**src/rtl/memory_arbiter.sv**
```systemverilog
// memory_arbiter: shares one single-port RAM between the instruction-fetch
// (i-side) and data (d-side) requesters. One owner at a time, address and
// store data captured at grant, per-access timeout and a sticky error flag.
// Optional feature macro: MEM_ARB_FAIR_EN (bounds i-side starvation to
// MAX_WAIT cycles; without it the d-side has strict priority).
module memory_arbiter #(
  parameter int ADDR_W   = 32,
  parameter int DATA_W   = 32,
  parameter int MAX_WAIT = 4,
  parameter int TIMEOUT  = 255
) (
  input  logic              CLK,
  input  logic              RST,
  input  logic              iREN,
  input  logic [ADDR_W-1:0] iaddr,
  output logic [DATA_W-1:0] iload,
  output logic              iwait,
  input  logic              dREN,
  input  logic              dWEN,
  input  logic [ADDR_W-1:0] daddr,
  input  logic [DATA_W-1:0] dstore,
  output logic [DATA_W-1:0] dload,
  output logic              dwait,
  output logic              ramREN,
  output logic              ramWEN,
  output logic [ADDR_W-1:0] ramaddr,
  output logic [DATA_W-1:0] ramstore,
  input  logic [DATA_W-1:0] ramload,
  input  logic [1:0]        ramstate,
  output logic [1:0]        owner,
  output logic              err
);

  localparam int CNT_W = $clog2(TIMEOUT + 1);
  localparam logic [1:0] RAM_ACCESS = 2'd2;
  localparam logic [1:0] RAM_ERROR  = 2'd3;

  // Encoding doubles as the owner code: 0 none, 1 i-side, 2 d-side.
  typedef enum logic [1:0] {
    IDLE = 2'd0,
    IACC = 2'd1,
    DACC = 2'd2
  } state_e;

  state_e              state_q, state_d;
  logic [ADDR_W-1:0]   addr_q, addr_d;
  logic [DATA_W-1:0]   store_q, store_d;
  logic                wen_q, wen_d;
  logic [CNT_W-1:0]    cnt_q, cnt_d;
  logic                err_q;

  logic                d_req;
  logic                own_req;
  logic                done;
  logic                err_set;
  logic                i_starved;
  logic [DATA_W-1:0]   load_data;

  assign d_req = dREN | dWEN;

`ifdef MEM_ARB_FAIR_EN
  localparam int SW = $clog2(MAX_WAIT + 1);
  logic [SW-1:0] starve_q, starve_d;

  assign i_starved = (starve_q >= SW'(MAX_WAIT));

  // Starvation counter: cycles the i-side has waited, saturating at MAX_WAIT.
  always_comb begin
    starve_d = starve_q;
    if (state_q == IDLE && state_d == IACC)
      starve_d = '0;
    else if (iREN && state_q != IACC && starve_q < SW'(MAX_WAIT))
      starve_d = starve_q + SW'(1);
  end

  // Starvation counter register.
  always_ff @(posedge CLK) begin
    if (RST) starve_q <= '0;
    else     starve_q <= starve_d;
  end
`else
  logic unused_max_wait;
  assign unused_max_wait = (MAX_WAIT > 0);
  assign i_starved       = 1'b0;
`endif

  // Next-state, grant capture and completion/abort decisions.
  always_comb begin
    // NOTE: every comb output gets a default before the case so no path
    // leaves it unassigned and infers a latch.
    state_d = state_q;
    addr_d  = addr_q;
    store_d = store_q;
    wen_d   = wen_q;
    cnt_d   = cnt_q;
    done    = 1'b0;
    err_set = 1'b0;
    own_req = (state_q == IACC) ? iREN : d_req;
    unique case (state_q)
      IDLE: begin
        cnt_d = '0;
        if (d_req && !(iREN && i_starved)) begin
          state_d = DACC;
          addr_d  = daddr;
          store_d = dstore;
          wen_d   = dWEN;
        end else if (iREN) begin
          state_d = IACC;
          addr_d  = iaddr;
          wen_d   = 1'b0;
        end
      end
      IACC, DACC: begin
        cnt_d = cnt_q + CNT_W'(1);
        if (!own_req) begin
          state_d = IDLE;
        end else if (ramstate == RAM_ACCESS) begin
          done    = 1'b1;
          state_d = IDLE;
        end else if (ramstate == RAM_ERROR || cnt_q == CNT_W'(TIMEOUT - 1)) begin
          done    = 1'b1;
          err_set = 1'b1;
          state_d = IDLE;
        end
      end
      default: state_d = IDLE;
    endcase
  end

  // State, latched request and sticky error registers.
  always_ff @(posedge CLK) begin
    // NOTE: non-blocking assignments here so every register samples the
    // pre-edge values regardless of statement order.
    if (RST) begin
      state_q <= IDLE;
      addr_q  <= '0;
      store_q <= '0;
      wen_q   <= 1'b0;
      cnt_q   <= '0;
      err_q   <= 1'b0;
    end else begin
      state_q <= state_d;
      addr_q  <= addr_d;
      store_q <= store_d;
      wen_q   <= wen_d;
      cnt_q   <= cnt_d;
      err_q   <= err_q | err_set;
    end
  end

  // Read data only passes through on a clean completion of a load.
  assign load_data = (done && !err_set && !wen_q) ? ramload : '0;

  assign iload    = (state_q == IACC) ? load_data : '0;
  assign dload    = (state_q == DACC) ? load_data : '0;
  assign iwait    = ~(done && state_q == IACC);
  assign dwait    = ~(done && state_q == DACC);
  assign ramREN   = (state_q != IDLE) && !wen_q;
  assign ramWEN   = (state_q != IDLE) && wen_q;
  assign ramaddr  = addr_q;
  assign ramstore = store_q;
  assign owner    = state_q;
  assign err      = err_q | err_set;

endmodule

```
**config.mk**
```make
export PLATFORM = sky130hd
export DESIGN_NAME = memory_arbiter
export DESIGN_NICKNAME = d
export VERILOG_FILES = /design/src/rtl/memory_arbiter.sv
export SDC_FILE = /design/constraint.sdc
export NUM_CORES = 1
export LEC_CHECK = 0
export ABC_AREA = 0
export BUFFER_PORTS_ARGS = -buffer_cell sky130_fd_sc_hd__buf_2
export CAP_MARGIN = 25
export CORE_AREA = 2 2 104 106
export DETAILED_ROUTE_END_ITERATION = 10
export DIE_AREA = 0 0 106 108
export GPL_TIMING_DRIVEN = 0
export PLACE_DENSITY = 0.73
export RECOVER_POWER = 100
export SLEW_MARGIN = 40
export SYNTH_ARGS = -nofsm -noshare
export SYNTH_HDL_FRONTEND = slang
export SYNTH_SLANG_ARGS = --single-unit
```
**constraint.sdc**
```tcl
create_clock -name CLK -period 2.3 [get_ports CLK]
set_input_delay 0.23 -clock CLK [delete_from_list [all_inputs] [get_ports CLK]]
set_output_delay 0.23 -clock CLK [all_outputs]
set_load 0.1 [all_outputs]
```
Word-level counts from Yosys, hierarchy flattened
Index checks and enable logic that the tools add are counted.

storage, ports and cells
  output and inout bits = 135
  logic and storage cells = 57
  input port bits = 135
  bits in registers = 76

cells by class
  bitwise gates (word level) = 4
  muxes and demuxes = 22
  add/subtract/negate cells = 1
  reductions and logical operators = 17
  equal/unequal tests = 7

operators with widths
  cell                                                                   count
  32-bit 2-to-1 mux                                                      5
  8-bit case mux with 2 select lines                                     1
  1-bit 2-to-1 mux                                                       10
  2-bit 2-to-1 mux                                                       5
  8-bit by 1-bit adder with 8-bit output, second input constant          1
  8-bit equality test, second input constant                             1
  2-bit equality test, second input constant                             3
  1-bit logical AND                                                      6
  2-bit AND reduction                                                    3
  2-bit nonzero test                                                     3
  4-bit inequality test, second input constant                           1
  2-bit case mux with 2 select lines                                     1
  3-bit inequality test, second input constant                           1
  2-bit by 1-bit equality test with 1-bit output, second input constant  1
  1-bit zero test                                                        2
  2-bit zero test                                                        1
  1-bit NOT                                                              2
  1-bit OR                                                               2
  2-bit OR reduction                                                     1
  1-bit logical OR                                                       1

Logic depth before layout (Yosys ltp)
Gate-level depths: netlist (run 1).

  depth after elaboration = 11
  depth in mapped cells = 8
  mapped depth without buffers = 6

Least setup slack after synthesis (run 1)
Ideal clock, no wire load.

  kind = flip-flop to output port
  from = register state_q[0], in the netlist owner[0]
  to = output iload[10]
  buffers on the path = 1
  path slack = -0.893 ns
  data required time = 2.070 ns
  stages on the path, launching flop included = 7
  arrival = 2.963 ns
  path through = dfxtp_1 > inv_1 > ha_1 > nand3_2 > nor4b_2 > clkbuf_2 > and2_1

between the ends
  cells in the longest elaborated chain, start to end = 9
  elaborated cells on any way between the ends = 13
  those cells by class = eq/ne (2); mux (7); reduce/logical (4)

ends and longest elaborated chain
  element                                         RTL line     text
  from (decl)                                     45           state_e state_q, state_d;
  from (signal assigned)                          142          state_q <= state_d;
  2-bit by 1-bit equality test with 1-bit output  98, 99, 154
  1-bit 2-to-1 mux                                98           own_req = (state_q == IACC) ? iREN : d_req;
  1-bit 2-to-1 mux                                115          if (!own_req) begin
  1-bit 2-to-1 mux                                99           unique case (state_q)
  1-bit zero test                                 152          assign load_data = (done && !err_set && !wen_q) ? ramload : '0;
  1-bit logical AND (2 in a row)                  152
  32-bit 2-to-1 mux                               152
  32-bit 2-to-1 mux *                             154          assign iload = (state_q == IACC) ? load_data : '0;
  to (decl)                                       16           output logic [DATA_W-1:0] iload,

Mark *: on every way between the ends. The rest lies on a longest branch, timed or not.

Final worst setup path (run 1)
  from = register state_q[1], in the netlist owner[1]
  to = output dload[16]

between the ends
  cells in the longest elaborated chain, start to end = 9
  elaborated cells on any way between the ends = 13
  those cells by class = eq/ne (2); mux (7); reduce/logical (4)

ends and longest elaborated chain
  element                                         RTL line  text
  2-bit by 1-bit equality test with 1-bit output  98, 99
  1-bit 2-to-1 mux                                98
  1-bit 2-to-1 mux                                115
  1-bit 2-to-1 mux                                99
  1-bit zero test                                 152
  1-bit logical AND (2 in a row)                  152
  32-bit 2-to-1 mux                               152
  32-bit 2-to-1 mux *                             155       assign dload = (state_q == DACC) ? load_data : '0;
  to (decl)                                       22        output logic [DATA_W-1:0] dload,

Marks and branches as above.

==> results.toml, run 1 <==
[clocking]
path_clk_slew_ps = 80
clockBufferDepth = 2
cts-root-buf = "clkbuf_8"
htree_levels = 3
cts_sinks = 76
cts_hold_buf = 0
numCtsBuffers = 9
cts_tree = "built"
worstSkewPairLatency_ps = 350

[yosys]
synth_top_area_frac = 0.410
ys_types = 39
synth_seq_cells = 76
syn_area_um2 = 3710
synth_top_area_cell = "dfxtp_1"
synth.avg_cell_area_um2 = 7.85
yosysWarnings = 0
ys_seq_area_frac = 0.410
syn_inst = 473
syn_nets = 614
synth_area_leaders = "dfxtp_1, nand2_1, a311oi_1, and2_1, and2_4"

[cells_and_area]
final_layout_size_suffix_gt1_frac = 0.501
final_area_um2 = 6740
instances_no_fill = 907
nNetsFinal = 904
postLayoutCoreUtil = 0.659
area.growth.synth_to_final_pct = 81.5

[detailed_routing]
wirelength_mm = 17.0
vias = 4669
drt_iter0_drc = 250
postRouteAntennaNets = 0
wl_per_cell_um = 18.7
vias_per_cell = 5.15
drc_errors = 0
detail_route.first_pass.iterations = 7

[outcome]
status = "complete, but fails checks"
violations = "negative setup slack"

[placed_design]
placed_cell_area_um2 = 5320
port_buffers = 266
hpwl_mm = 10.7
dpl.cell_count = 875
gp_congestion = 0.900

[floorplanning]
coreArea_um2 = 10200
dieArea_um2 = 11400
die_x_um = 106
ios = 270
floorplan.initialDensity = 0.363
die_y_um = 108
fp-row-count = 37

[setup_path]
timing.rr.end = "ramstore[27]"
cp.arrival_ps = 2160
crit_start = "owner[1]"
rr_startpoint = "owner[1]"
crit_type = "reg -> out"
worstPathMaxFanout = 8
endpoint = "dload[16]"
worst_setup_path_start_kind = "register"
end_kind = "output port"
reg2reg_depth = 7
reg2reg_slack_ps = 430
cp.required_ps = 2070

[global_routing]
grt_remaining_overflow = 0
grt_use_met1 = 0.285
grt_busiest_layer = "met2"
grtUsageMet3 = 0.0850
antenna_found_initial = 3
grt_pass1_vias = 4615
grt_pass1_wl_mm = 24.2
grt_util_met2 = 0.496
grt_max_degree = 14
grt_util_all_layers = 0.270

[sta]
rsz0062_at_grt = "true"
final.setup_skew_ps = 6.81
hold_viol = 0
fmax_mhz = 419
finalSetupTns_ps = -2590
maxSlewViolCount = 0
worst_slew_pin_slew_ps = 1190
setup_viol_count_final = 57
timing.final.crit_period_ps = 2390
maxSlewHeadroom = 0.212
period_share = 1.04
timing.final.ws_setup_ps = -87.3

[power_and_ir_drop]
sw_frac_of_total = 0.478
power_frac_seq = 0.304
worst_ir_drop_vdd_mv = 0.506
clockPowerShare = 0.240
p_leak_uw = 0.00309
p_int_uw = 2730
p_comb_frac = 0.456
power_density_nw_per_um2 = 775
p_switching_uw = 2500

[run]
max-cap-violations = 0

[min_path]
min_path_type = "in -> reg"
==> logic make-up (layout without fill, tap and decap cells) <==
family	Yosys count	after routing	share of synthesized area
other	0	3	0
and+or+nand+nor	230	230	0.313
xor gates and xnor gates	5	5	0.0118
AOI/OAI and AO/OA	111	111	0.187
buffers and inverters	44	339	0.0562
muxes	1	1	0.00269
DFF	76	76	0.410
adders and majority gates	6	6	0.0202
==> repair_timing <==
action                     CTS  global route
setup endpoints to repair   67            66
resized for setup          267            22
pin swaps                    8             3
cloned                       2             2
buffers inserted             5             4
==> state kept, by name, indices dropped and copies added (netlist names) <==
name / flops
ramstore: 32
wen_q: 1
ramaddr: 32
err_q: 1
owner: 2
cnt_q: 8
==> power by group through the flow <==
stage | Sequential [uW] | Combinational [uW] | Clock (uW)
floorplan | 2790 | 622 | 0
CTS | 1580 | 2340 | 1270
detailed placement | 1610 | 2260 | 0
global placement | 1610 | 2240 | 0
finish | 1590 | 2380 | 1250
global route | 1610 | 2480 | 1340
==> area by class of cell <==
| class | count | area (um2) |
|---|---|---|
| multi-input cells | 353 | 2140 |
| inverters | 6 | 27.5 |
| well taps | 136 | 170 |
| diodes | 3 | 7.51 |
| clock inverters | 6 | 111 |
| clock buffers | 10 | 138 |
| repair buffers | 279 | 2410 |
| plain buffers | 38 | 216 |
| flip-flops and latches | 76 | 1530 |
| fillers | 800 | 3490 |
==> worst min-delay path by stage <==
stage	from	slack, ps	depth (start not counted)	end
global placement	ramstore[1]	440	2	ramstore[1]
CTS	dstore[23]	90	3	ramstore[23]
global route	dstore[2]	100	3	ramstore[2]
floorplan	dstore[13]	370	2	ramstore[13]
detailed placement	ramstore[17]	440	2	ramstore[17]
finish	dstore[21]	100	3	ramstore[21]
==> cells in the final DEF (no fill, tap or decap), types with 4 or more instances in the layout <==
cell type and count:
buf_12 62, clkbuf_1 28, clkbuf_8 10, a311oi_1 32
o21ai_0 34, xor2_1 4, nor2_1 44, buf_2 200
buf_4 11, a21oi_1 37, inv_1 4, ha_1 4
and2_4 60, and2_2 4, nand2_1 99, dfxtp_1 74
buf_6 10
==> through the flow <==
step	total power (uW)	hold WS [ps]	setup slack (ps)
2_1_floorplan	3410	366	-107
3_3_place_gp	3840	441	-190
3_5_place_dp	3880	443	-247
4_1_cts	5200	93.7	-80.9
5_1_grt	5430	103	-124
6_report	5230	105	-87.3
==> worst max-delay path: stages (launching register included) <==
cell and delay, ps:
dfxtp_4 360, inv_4 50, ha_4 160, or3_4 340
and3_4 180, and3_4 230, buf_6 150, and2_4 170
buf_12 160
==> routing by layer <==
layer	up-vias	wire, um
met5	-	0
met4	0	660
met2	238	8670
met1	2205	6320
met3	48	1350
li1	2178	-
==> synthesized netlist by cell type (all sizes together) <==
cell / n
nand2: 102
dfxtp: 76
and2: 64
nor2: 46
a21oi: 37
o21ai: 36
a311oi: 32
clkbuf: 27
buf: 11
ha: 6
inv: 6
or3: 4
xor2: 4
and3: 2
nand2b: 2
nand3: 2
nand4: 2
nor2b: 2
a221oi: 1
a31oi: 1
a32o: 1
and3b: 1
mux2i: 1
nand3b: 1
nand4b: 1
nor4b: 1
o21a: 1
o31ai: 1
o32ai: 1
xnor2: 1
(Power assumes the default switching activity.)
==> run 2, diff against run 1 <==
--- a/config.mk
+++ b/config.mk
@@ -14,6 +14,7 @@
 export GPL_TIMING_DRIVEN = 0
 export PLACE_DENSITY = 0.73
 export RECOVER_POWER = 100
+export SKIP_CTS_REPAIR_TIMING = 1
 export SLEW_MARGIN = 40
 export SYNTH_ARGS = -nofsm -noshare
 export SYNTH_HDL_FRONTEND = slang
==> results.toml, run 2 (synthesis gave the netlist of run 1 again) <==
[outcome]
status = "complete, but fails checks"
violations = "negative setup slack"

[clocking]
worstSkewPairLatency_ps = 350
path_clk_slew_ps = 90
cts_sinks = 76
clockBufferDepth = 2
cts_tree = "built"
htree_levels = 3
cts-root-buf = "clkbuf_8"
numCtsBuffers = 9

[placed_design]
port_buffers = 266
hpwl_mm = 10.7
gp_congestion = 0.900
dpl.cell_count = 875
placed_cell_area_um2 = 5320

[sta]
period_share = 1.04
maxSlewHeadroom = 0.177
timing.final.ws_setup_ps = -88.2
rsz0062_at_grt = "true"
finalSetupTns_ps = -2200
maxSlewViolCount = 0
timing.final.crit_period_ps = 2390
setup_viol_count_final = 57
fmax_mhz = 419
worst_slew_pin_slew_ps = 1240
final.setup_skew_ps = 10.5
hold_viol = 0
whs_ps = 105

[cells_and_area]
fill_cells = 848
postLayoutCoreUtil = 0.644
layout_common_cells = "buf_2, nand2_1, clkbuf_1"
layout_commonest_cell = "buf_2"
nNetsFinal = 898
instances_no_fill = 901
final_area_um2 = 6590
final_layout_size_suffix_gt1_frac = 0.424
area.growth.synth_to_final_pct = 77.4

[setup_path]
worst_setup_path_start_kind = "register"
cp.arrival_ps = 2160
end_kind = "output port"
cp.required_ps = 2070
crit_type = "reg -> out"
worstPathMaxFanout = 10
reg2reg_slack_ps = 460

[detailed_routing]
drt_iter0_drc = 197
wl_per_cell_um = 17.8
postRouteAntennaNets = 0
vias_per_cell = 5.06
wirelength_mm = 16.1
detail_route.first_pass.iterations = 4
vias = 4562
drc_errors = 0

[floorplanning]
die_x_um = 106
floorplan.initialDensity = 0.363
coreArea_um2 = 10200
fp-row-count = 37
ios = 270
dieArea_um2 = 11400
die_y_um = 108

[global_routing]
grt_pass1_wl_mm = 20.2
grt_max_degree = 14
grt_pass1_vias = 4167
antenna_found_initial = 3
grt_util_all_layers = 0.221
grt_remaining_overflow = 0

[power_and_ir_drop]
clockPowerShare = 0.243
power_density_nw_per_um2 = 782
p_comb_frac = 0.448
power_frac_seq = 0.309
p_switching_uw = 2480
p_int_uw = 2670
p_leak_uw = 0.00284
worst_ir_drop_vdd_mv = 0.503
sw_frac_of_total = 0.482

[min_path]
min_path_type = "in -> reg"

[run]
max-cap-violations = 0
-- run 2: final timing paths --
kind	startpoint	to	cells past startpoint
max	owner[1]	dload[16]	8
min	dstore[21]	ramstore[21]	3
max reg2reg	owner[0]	ramstore[1]	7
min reg2reg	ramstore[30]	ramstore[30]	2
-- run 2: power groups by stage --
stage	clock, uW	sequential, uW	combinational [uW]
final	1250	1590	2310
after detailed placement	0	1610	2260
after global routing	1340	1610	2410
after global placement	0	1610	2240
after CTS	1270	1590	2260
after floorplan	0	2790	622
-- run 2: worst max-delay path: stages, from the launching register on --
cell,delay (ps)
dfxtp_4,360
inv_4,50
ha_4,170
or3_4,350
and3_4,180
and3_4,220
buf_6,160
and2_4,180
buf_12,160
-- run 2: per-layer routing --
metal | vias up | share of wire | GRT usage
met5 | - | 0 | 0
met4 | 0 | 0.039 | 0.0874
met3 | 47 | 0.068 | 0.0506
met2 | 210 | 0.51 | 0.420
met1 | 2137 | 0.39 | 0.236
li1 | 2168 | - | -
-- run 2: layout make-up --
cell class / count / area, um2 / area share
antenna: 3 / 7.51 / 0.00114
buffer: 38 / 205 / 0.0311
clock buffer: 10 / 138 / 0.0209
clock inverter: 6 / 111 / 0.0169
inverter: 6 / 25.0 / 0.00380
multi-input combinational: 353 / 2130 / 0.324
sequential: 76 / 1530 / 0.232
tap: 136 / 170 / 0.0258
timing repair buffer: 273 / 2270 / 0.345
-- run 2: through the flow --
| step | setup WS, ps | power (uW) |
|---|---|---|
| final | -88.2 | 5150 |
| after global placement | -190 | 3840 |
| after global routing | -150 | 5370 |
| after detailed placement | -247 | 3880 |
| after CTS | -637 | 5120 |
| after floorplan | -107 | 3410 |
